$ cat src/rtl/dmem_responder_pkg.sv
// Shared encodings for the data-RAM responder: access sizes, FSM states and
// the lane mask helper.
package dmem_responder_pkg;

    localparam logic [2:0] SZ_B = 3'd0;
    localparam logic [2:0] SZ_H = 3'd1;
    localparam logic [2:0] SZ_W = 3'd2;
    localparam logic [2:0] SZ_D = 3'd3;

    typedef enum logic [1:0] {
        ST_IDLE,
        ST_WAIT,
        ST_ACCESS,
        ST_DATA
    } state_t;

    // Right-aligned bit mask covering the access width.
    function automatic logic [63:0] size_mask(input logic [2:0] sz);
        logic [63:0] m;
        case (sz)
            SZ_B:    m = 64'h0000_0000_0000_00FF;
            SZ_H:    m = 64'h0000_0000_0000_FFFF;
            SZ_W:    m = 64'h0000_0000_FFFF_FFFF;
            default: m = '1;
        endcase
        return m;
    endfunction

endpackage

$ cat src/rtl/dmem_responder_if.sv
// Load/store-unit data-RAM request port: strobe, request fields and the
// data/ready/error response.
interface dmem_responder_if;
    logic        ram_cen_i;
    logic        ram_wen_i;
    logic [63:0] ram_addr_i;
    logic [2:0]  ram_size_i;
    logic [63:0] ram_wdata_i;
    logic [63:0] ram_data_o;
    logic        ram_ready_o;
    logic        ram_err_o;

    modport master (
        output ram_cen_i, ram_wen_i, ram_addr_i, ram_size_i, ram_wdata_i,
        input  ram_data_o, ram_ready_o, ram_err_o
    );

    modport slave (
        input  ram_cen_i, ram_wen_i, ram_addr_i, ram_size_i, ram_wdata_i,
        output ram_data_o, ram_ready_o, ram_err_o
    );
endinterface

$ cat src/rtl/dmem_responder_lane_align.sv
// Combinational lane steering between right-aligned request data and the
// 64-bit SRAM word, plus the size/offset legality check.
module dmem_lane_align
    import dmem_responder_pkg::*;
(
    input  logic [2:0]  i_off,
    input  logic [2:0]  i_size,
    input  logic [63:0] i_wdata,
    input  logic [63:0] i_rdata,
    output logic [63:0] o_wmask,
    output logic [63:0] o_wdata,
    output logic [63:0] o_rdata,
    output logic        o_align_err
);

    logic [63:0] w_lane_mask;
    logic [5:0]  w_shamt;
    logic [3:0]  w_bytes;

    assign w_lane_mask = size_mask(i_size);
    assign w_shamt     = {i_off, 3'b000};
    assign w_bytes     = 4'd1 << i_size[1:0];

    assign o_wmask = w_lane_mask << w_shamt;
    assign o_wdata = i_wdata << w_shamt;
    assign o_rdata = (i_rdata >> w_shamt) & w_lane_mask;

    // An access may not spill past the end of its 64-bit word.
    assign o_align_err = i_size[2] | (({1'b0, i_off} + w_bytes) > 4'd8);

endmodule

$ cat src/rtl/dmem_responder.sv
// Data-RAM responder: one request at a time, LATENCY wait cycles, then a
// lane-aligned SRAM access and a one-cycle ready (with error) pulse.
module dmem_responder
    import dmem_responder_pkg::*;
#(
    parameter logic [63:0] BASE_ADDR = 64'h0000_0000_8000_0000,
    parameter int          ADDR_W    = 16,
    parameter int          LATENCY   = 0
) (
    input  logic              clk,
    input  logic              rst,
    dmem_responder_if.slave   ram,
    output logic              sram_en_o,
    output logic              sram_we_o,
    output logic [ADDR_W-1:0] sram_addr_o,
    output logic [63:0]       sram_wmask_o,
    output logic [63:0]       sram_wdata_o,
    input  logic [63:0]       sram_rdata_i
);

    localparam logic [63:0] LIMIT = 64'd8 << ADDR_W;

    state_t      r_state, w_state_nxt;
    logic [3:0]  r_cnt, w_cnt_nxt;
    logic        r_wen;
    logic [63:0] r_addr;
    logic [2:0]  r_size;
    logic [63:0] r_wdata;
    logic [63:0] r_data;
    logic        r_ready;
    logic        r_err;

    logic        w_accept;
    logic [63:0] w_offs;
    logic        w_oob;
    logic        w_align_err;
    logic        w_err;
    logic [63:0] w_rdata;

    dmem_lane_align u_align (
        .i_off       (r_addr[2:0]),
        .i_size      (r_size),
        .i_wdata     (r_wdata),
        .i_rdata     (sram_rdata_i),
        .o_wmask     (sram_wmask_o),
        .o_wdata     (sram_wdata_o),
        .o_rdata     (w_rdata),
        .o_align_err (w_align_err)
    );

    // Latched fields are stable for the whole request, so the error derived
    // from them is identical to one computed at latch time.
    assign w_accept = (r_state == ST_IDLE) & ram.ram_cen_i;
    assign w_offs   = r_addr - BASE_ADDR;
    assign w_oob    = (r_addr < BASE_ADDR) | (w_offs >= LIMIT);
    assign w_err    = w_align_err | w_oob;

    assign sram_en_o   = (r_state == ST_ACCESS) & ~w_err;
    assign sram_we_o   = (r_state == ST_ACCESS) & r_wen & ~w_err;
    assign sram_addr_o = w_offs[ADDR_W+2:3];

    assign ram.ram_data_o  = r_data;
    assign ram.ram_ready_o = r_ready;
    assign ram.ram_err_o   = r_err;

    always_comb begin
        w_state_nxt = r_state;
        w_cnt_nxt   = r_cnt;
        case (r_state)
            ST_IDLE: begin
                if (ram.ram_cen_i) begin
                    if (LATENCY > 0) begin
                        w_state_nxt = ST_WAIT;
                        w_cnt_nxt   = 4'(LATENCY - 1);
                    end else begin
                        w_state_nxt = ST_ACCESS;
                    end
                end
            end
            ST_WAIT: begin
                if (r_cnt == 4'd0) w_state_nxt = ST_ACCESS;
                else               w_cnt_nxt   = r_cnt - 4'd1;
            end
            ST_ACCESS: w_state_nxt = ST_DATA;
            default:   w_state_nxt = ST_IDLE;
        endcase
    end

    always_ff @(posedge clk) begin
        if (rst) begin
            r_state <= ST_IDLE;
            r_cnt   <= '0;
            r_wen   <= 1'b0;
            r_addr  <= '0;
            r_size  <= '0;
            r_wdata <= '0;
            r_data  <= '0;
            r_ready <= 1'b0;
            r_err   <= 1'b0;
        end else begin
            r_state <= w_state_nxt;
            r_cnt   <= w_cnt_nxt;
            if (w_accept) begin
                r_wen   <= ram.ram_wen_i;
                r_addr  <= ram.ram_addr_i;
                r_size  <= ram.ram_size_i;
                r_wdata <= ram.ram_wdata_i;
            end
            r_ready <= (r_state == ST_DATA);
            r_err   <= (r_state == ST_DATA) & w_err;
            if (r_state == ST_DATA)
                r_data <= (r_wen | w_err) ? 64'd0 : w_rdata;
        end
    end

endmodule

$ cat src/flat_wrapper.sv
// flat-port wrapper written by rule: the top's interface ports become plain ports
module dmem_responder_flat import dmem_responder_pkg::*;
#(
    parameter logic [63:0] BASE_ADDR = 64'h0000_0000_8000_0000,
    parameter int          ADDR_W    = 16,
    parameter int          LATENCY   = 0
)
  (clk, rst, sram_en_o, sram_we_o, sram_addr_o, sram_wmask_o, sram_wdata_o, sram_rdata_i, ram_ram_cen_i, ram_ram_wen_i, ram_ram_addr_i, ram_ram_size_i, ram_ram_wdata_i, ram_ram_data_o, ram_ram_ready_o, ram_ram_err_o);
  dmem_responder_if ram_i ();
  input  logic clk;
  input  logic rst;
  output logic sram_en_o;
  output logic sram_we_o;
  output logic [ADDR_W-1:0] sram_addr_o;
  output logic [63:0] sram_wmask_o;
  output logic [63:0] sram_wdata_o;
  input  logic [63:0] sram_rdata_i;
  input wire logic [$bits(ram_i.ram_cen_i)-1:0] ram_ram_cen_i;
  input wire logic [$bits(ram_i.ram_wen_i)-1:0] ram_ram_wen_i;
  input wire logic [$bits(ram_i.ram_addr_i)-1:0] ram_ram_addr_i;
  input wire logic [$bits(ram_i.ram_size_i)-1:0] ram_ram_size_i;
  input wire logic [$bits(ram_i.ram_wdata_i)-1:0] ram_ram_wdata_i;
  output wire logic [$bits(ram_i.ram_data_o)-1:0] ram_ram_data_o;
  output wire logic [$bits(ram_i.ram_ready_o)-1:0] ram_ram_ready_o;
  output wire logic [$bits(ram_i.ram_err_o)-1:0] ram_ram_err_o;
  assign ram_i.ram_cen_i = ram_ram_cen_i;
  assign ram_i.ram_wen_i = ram_ram_wen_i;
  assign ram_i.ram_addr_i = ram_ram_addr_i;
  assign ram_i.ram_size_i = ram_ram_size_i;
  assign ram_i.ram_wdata_i = ram_ram_wdata_i;
  assign ram_ram_data_o = ram_i.ram_data_o;
  assign ram_ram_ready_o = ram_i.ram_ready_o;
  assign ram_ram_err_o = ram_i.ram_err_o;
  dmem_responder #(.BASE_ADDR(BASE_ADDR), .ADDR_W(ADDR_W), .LATENCY(LATENCY)) u_core (.clk(clk), .rst(rst), .ram(ram_i), .sram_en_o(sram_en_o), .sram_we_o(sram_we_o), .sram_addr_o(sram_addr_o), .sram_wmask_o(sram_wmask_o), .sram_wdata_o(sram_wdata_o), .sram_rdata_i(sram_rdata_i));
endmodule
$ cat config.mk
export PLATFORM = sky130hd
export DESIGN_NAME = dmem_responder_flat
export DESIGN_NICKNAME = d
export VERILOG_FILES = /design/src/rtl/dmem_responder_pkg.sv /design/src/rtl/dmem_responder_if.sv /design/src/rtl/dmem_responder_lane_align.sv /design/src/rtl/dmem_responder.sv /design/src/flat_wrapper.sv
export SDC_FILE = /design/constraint.sdc
export NUM_CORES = 1
export LEC_CHECK = 0
export BUFFER_PORTS_ARGS = -buffer_cell sky130_fd_sc_hd__buf_2
export CAP_MARGIN = 0
export CELL_PAD_IN_SITES_DETAIL_PLACEMENT = 1
export CELL_PAD_IN_SITES_GLOBAL_PLACEMENT = 1
export CORE_ASPECT_RATIO = 1.5
export CORE_MARGIN = 5
export CORE_UTILIZATION = 39
export CTS_CLUSTER_DIAMETER = 150
export DETAILED_ROUTE_END_ITERATION = 6
export GPL_ROUTABILITY_DRIVEN = 0
export PLACE_DENSITY_LB_ADDON = 0.05
export SYNTH_ARGS = -nofsm -noshare
export SYNTH_HDL_FRONTEND = slang
export SYNTH_HIERARCHICAL = 1
export SYNTH_SLANG_ARGS = --single-unit
export TNS_END_PERCENT = 30
$ cat constraint.sdc
create_clock -name clk -period 10.1 [get_ports clk]
set_clock_uncertainty 0.1 [all_clocks]
set_input_delay 1.01 -clock clk [delete_from_list [all_inputs] [get_ports clk]]
set_output_delay 1.01 -clock clk [all_outputs]
set_load 0.01 [all_outputs]
Yosys cells after proc, flatten, opt, wreduce, memory -nomap -nowiden
Index checks and enable logic that the tools add are counted.

Output and inout bits: 212. Word-level logic and storage cells: 48. Register bits: 204. Input bits: 199.

Shift-type cells: 4. Muxes and demuxes: 5. Order comparisons: 3. Add/sub/neg operators: 3. Reductions and logical operators: 5. Equal/unequal tests: 7. Bitwise operators: 12.

Operators by type and width (number): 64-bit one-hot mux with 3 select lines (1); 64-bit by 6-bit left shift with 64-bit output (2); 64-bit bitwise AND (1); 64-bit by 20-bit >= comparator with 1-bit output, second input constant (1); 64-bit by 32-bit less-than comparator with 1-bit output, second input constant (1); 64-bit 2-to-1 mux (1); 64-bit by 6-bit >> shifter with 64-bit output (1); 64-bit by 32-bit subtractor with 64-bit output, second input constant (1); 2-bit one-hot mux with 3 select lines (1); 1-bit bitwise AND (5); 3-bit by 4-bit adder with 4-bit output (1); 2-bit == test, second input constant (2); 4-bit > comparator, second input constant (1); 4-bit logical NOT (1); 2-bit 2-to-1 mux (2); 1-bit bitwise OR (4); 2-bit AND reduction (2); 1-bit by 2-bit left shift with 4-bit output, first input constant (1); 4-bit by 1-bit subtractor with 4-bit output, second input constant (1); 3-bit by 1-bit == test with 1-bit output, second input constant (1); 3-bit by 2-bit == test with 1-bit output, second input constant (1); 3-bit logical NOT (1); 2-bit by 1-bit == test with 1-bit output, second input constant (1); 2-bit logical NOT (1); 3 further kinds (4).

Logic depth before layout (Yosys ltp)
Word-level depth: 7. Gate-level depth with buffers: 15. Mapped depth without buffers: 13.

Hierarchy
The synthesis kept the hierarchy.

Modules (own cells, without submodules): dmem_responder (cells each 1000, instances 1, sequential area each 4083.9 um^2, area an instance 8051.5 um^2); dmem_lane_align (cells each 601, instances 1, sequential area each 0.0 um^2, area an instance 4252.8 um^2).

Least setup slack after synthesis
OpenSTA, ideal clock, no wires.

Kind: flip-flop to output port. From: reg u_core.r_size[1]. To: out sram_we_o. Cell stages (with the launch flop): 15. Data arrival time: 3157 ps. Path buffers: 1. Setup slack: 5833 ps. Required time: 8990 ps. Cells stage by stage: dfxtp_1 clkbuf_1 nor2_1 ha_1 fa_1 xnor2_1 xnor2_1 nor3_1 o21bai_1 nor4_1 and4b_1 o211ai_1 nor4_1 nand3_1 nor4_1.

Longest elaborated chain between the ends: 7.

RTL lines: start: declaration (RTL line dmem_responder.sv:27) `logic [2:0] r_size;`; start signal: assignment (RTL line dmem_responder.sv:106) `r_size <= ram.ram_size_i;`; 1-bit by 2-bit left shift with 4-bit output (RTL line dmem_responder_lane_align.sv:22) `assign w_bytes = 4'd1 << i_size[1:0];`; 3-bit by 4-bit adder with 4-bit output (RTL line dmem_responder_lane_align.sv:29) `assign o_align_err = i_size[2] | (({1'b0, i_off} + w_bytes) > 4'd8);`; 4-bit > comparator (RTL line dmem_responder_lane_align.sv:29); 1-bit bitwise OR (RTL line dmem_responder_lane_align.sv:29); net u_core.w_align_err (RTL line dmem_responder.sv:36) `logic w_align_err;`; 1-bit bitwise OR (RTL line dmem_responder.sv:56) `assign w_err = w_align_err | w_oob;`; 1-bit inverter (RTL line dmem_responder.sv:59) `assign sram_we_o = (r_state == ST_ACCESS) & r_wen & ~w_err;`; 1-bit bitwise AND (RTL line dmem_responder.sv:59); end: declaration (RTL line flat_wrapper.sv:13) `output logic sram_we_o;`.

The timed path passes the listed nets, and every way through them passes these cells.

Worst setup path after layout
Ends and elaborated chain as after synthesis.

==> flow_summary.ini <==
[global_routing]
grtUsageTotal = 0.2731
grt_pass1_wl_mm = 75.63
grt_max_degree = 94
grt_overflow = 0
grt_antenna_before_repair = 5
grt_pass1_vias = 12960

[synth]
synth-seq-cells = 204
synth.area.top_cells = dfxtp_1 33%, nand2_1 11%, a21oi_1 9.2%
synth_compound_area_frac = 0.1910
synth_edf_count = 0
synthTopCellsByCount = 368 x nand2_1, 226 x a21oi_1, 204 x dfxtp_1
yosysMostFrequentCell = nand2_1
ys_seq_area_frac = 0.3319
synthArstFlopShare = 0
synth_cell_types = 61
synthMuxAreaShare = 0.1384
avgSynthCellArea_um2 = 7.685
synth_area_um2 = 12300
synth_top_family_by_area = simple AND/OR/NAND/NOR gates
synthAdderAreaFrac = 0.005695
yosys.area_share.simple = 0.2276
synth-main-ff-cell = dfxtp_1
syn_inst = 1601
syn-num-nets = 1805
yosys.area_share.xor_xnor = 0.005695
synth_top_cell_by_area = dfxtp_1
synth_top_area_share = 0.3319
yosys_warnings = 6

[setup_path]
r2r-start = u_core/r_size[1]
cp.required_ns = 8.99
r2r_end = u_core/ram.ram_data_o[31]
worst_setup_path_startpoint = u_core/r_size[1]
worst_setup_path_end_kind = output port
critPathSlowestCell = nor4_1
cp_top_family = simple AND/OR/NAND/NOR gates
cp_data_arrival_time_ns = 4.65
startpoint_type = flop
r2r_slack_ns = 5.59
endpoint = sram_we_o
crit_fanout = 16
r2r_cells = 14
slowest_delay_ns = 0.73
path_cells = nor2_1 > ha_1 > fa_1 > xnor2_1 > xnor2_1 > nor3_1 > o21bai_1 > nor4_1 > and4b_1 > o211ai_1 > nor4_1 > nand3_1 > nor4_1 > buf_2
cp_num_buf_inv = 1
path_depth = 14
path_common_cell = nor4_1
path_class = flop to output port

[clock_network]
clk_latency_ns = 0.53
clock-sinks = 204
clk_pin_slew_worst_paths_ns = 0.07
clockRootBuffer = clkbuf_16
cts_tree = built
cts-resized-gates = 0
cts_buffer_depth = 3
numCtsBuffers = 22
cts_hold_buf = 0
h-tree-depth = 1
postCtsSetupRepairBufs = 0

[floorplan]
ios = 411
rows = 79
die_height_um = 227.5
start_util = 0.3952
die_x_um = 155.0
core_area_um2 = 31140
dieArea_um2 = 35270

[final_layout]
stdcell_count = 2264
nNetsFinal = 2046
fillCellCount = 4044
layout-drive-gt1-share = 0.3003
area_growth_pct = 18.72

[placed_design]
place_inst = 2223
dpl.hpwl_mm = 38.11
io_buffers = 410

[sta]
slew_viol_final = 0
rsz0062_at_grt = false
post-route-min-period_ns = 5.758
setup-tns-final_ns = 0
clock.fmax_ghz = 0.1737
tightest_slew_ns = 1.084
min_period_over_period = 0.5701
hold_viol = 0
slew-limit-headroom = 0.2735
setup-violations-final = 0

[pwr]
p_leak_nw = 6.087
powerDensity_nw_per_um2 = 161.1
ir_worst_vdd_mv = 0.1140

[detailed_routing]
vias = 12660
drt_first_pass_iters = 5
wirelength_mm = 50.57
postRouteAntennaNets = 0
via_per_inst = 5.594
routedWlPerCell_um = 22.33
drc = 0
drtIter0Drc = 566

[job]
drv_cap = 0

[min_path]
hp-class = flop to flop

[status]
outcome = completed
[worst min path at each step]
stage / depth (start not counted) / startpoint / to / slack (ns)
global placement: 2 / u_core/ram.ram_data_o[61] / u_core/ram.ram_data_o[61] / 0.33
CTS: 2 / u_core/ram.ram_data_o[55] / u_core/ram.ram_data_o[55] / 0.35
detailed placement: 2 / u_core/ram.ram_data_o[55] / u_core/ram.ram_data_o[55] / 0.34
finish: 2 / u_core/ram.ram_data_o[55] / u_core/ram.ram_data_o[55] / 0.35
floorplan: 2 / u_core/r_addr[27] / u_core/r_addr[27] / 0.33
global route: 2 / u_core/ram.ram_data_o[23] / u_core/ram.ram_data_o[23] / 0.37
[placed cells by master (no fill, tap or decap), types with 32 or more instances in the layout]
cell	instances
buf_2	409
mux2i_1	79
nand3_1	67
a21oi_1	225
o31ai_1	47
nand2_1	366
o22ai_1	32
dfxtp_1	201
nor2_1	116
mux2_2	33
[state kept, by name, indices dropped and copies added (netlist names), 2 cells and up]
signal                 flops
u_core/r_size              3
u_core/ram.ram_data_o     64
u_core/r_addr             64
u_core/r_wdata            64
u_core/r_cnt               4
u_core/r_state             2
[metal layers]
layer  GRT usage  part of all wire  wire length (um)  vias up
li1            -                 -                 -     5990
met1      0.3024              0.36             18270     6053
met5           0            0.0010                52        -
met3     0.04355             0.059              2980      130
met2      0.4988              0.52             26410      483
met4      0.1457             0.056              2853        8
[power breakdown]
part	internal (mW)	leakage [nW]	switching (mW)	total, mW
registers	0.842	1.66	0.0606	0.903
clock network	0.518	0.387	0.349	0.867
logic	0.206	4.04	0.377	0.583
total	1.57	6.09	0.787	2.35
[stage by stage]
stage / utilization / hold WS (ns) / total power [mW] / worst slack, ns / area [um^2]
6_report: 0.4692 / 0.3465 / 2.353 / 4.342 / 14610
2_1_floorplan: - / 0.3323 / 1.317 / 5.833 / 12300
4_1_cts: 0.4691 / 0.3516 / 2.380 / 4.330 / 14610
5_1_grt: 0.4692 / 0.3692 / 2.460 / 4.102 / 14610
3_3_place_gp: 0.4443 / 0.3297 / 1.494 / 5.108 / 13830
3_5_place_dp: 0.4443 / 0.3367 / 1.504 / 4.948 / 13830
[layout make-up]
type                       instances  area, um^2  area share
clock buffer                      32       680.7     0.04660
sequential                       204        4093      0.2802
multi-input combinational       1179        7034      0.4815
inverter                          11       41.29    0.002827
timing repair buffer             424        2160      0.1478
tap                              405       506.7     0.03469
antenna                            1       2.502   0.0001713
clock inverter                     8       90.09    0.006167
[worst min-delay path, cell delays in order, from the launching register on]
cell	delay [ns]
dfxtp_1	0.32
nand2_1	0.05
o31ai_1	0.05
[logic make-up (layout without fill, tap and decap cells)]
| kind of cell | count (synthesis) | count (layout) |
|---|---|---|
| simple gates | 645 | 645 |
| compound gates | 385 | 385 |
| buf+inv | 218 | 475 |
| flops | 204 | 204 |
| mux | 136 | 136 |
| xor+xnor | 8 | 8 |
| fa+ha+maj | 5 | 5 |
| other cells | 0 | 1 |
Note: power is estimated with default switching activity, not from simulation.
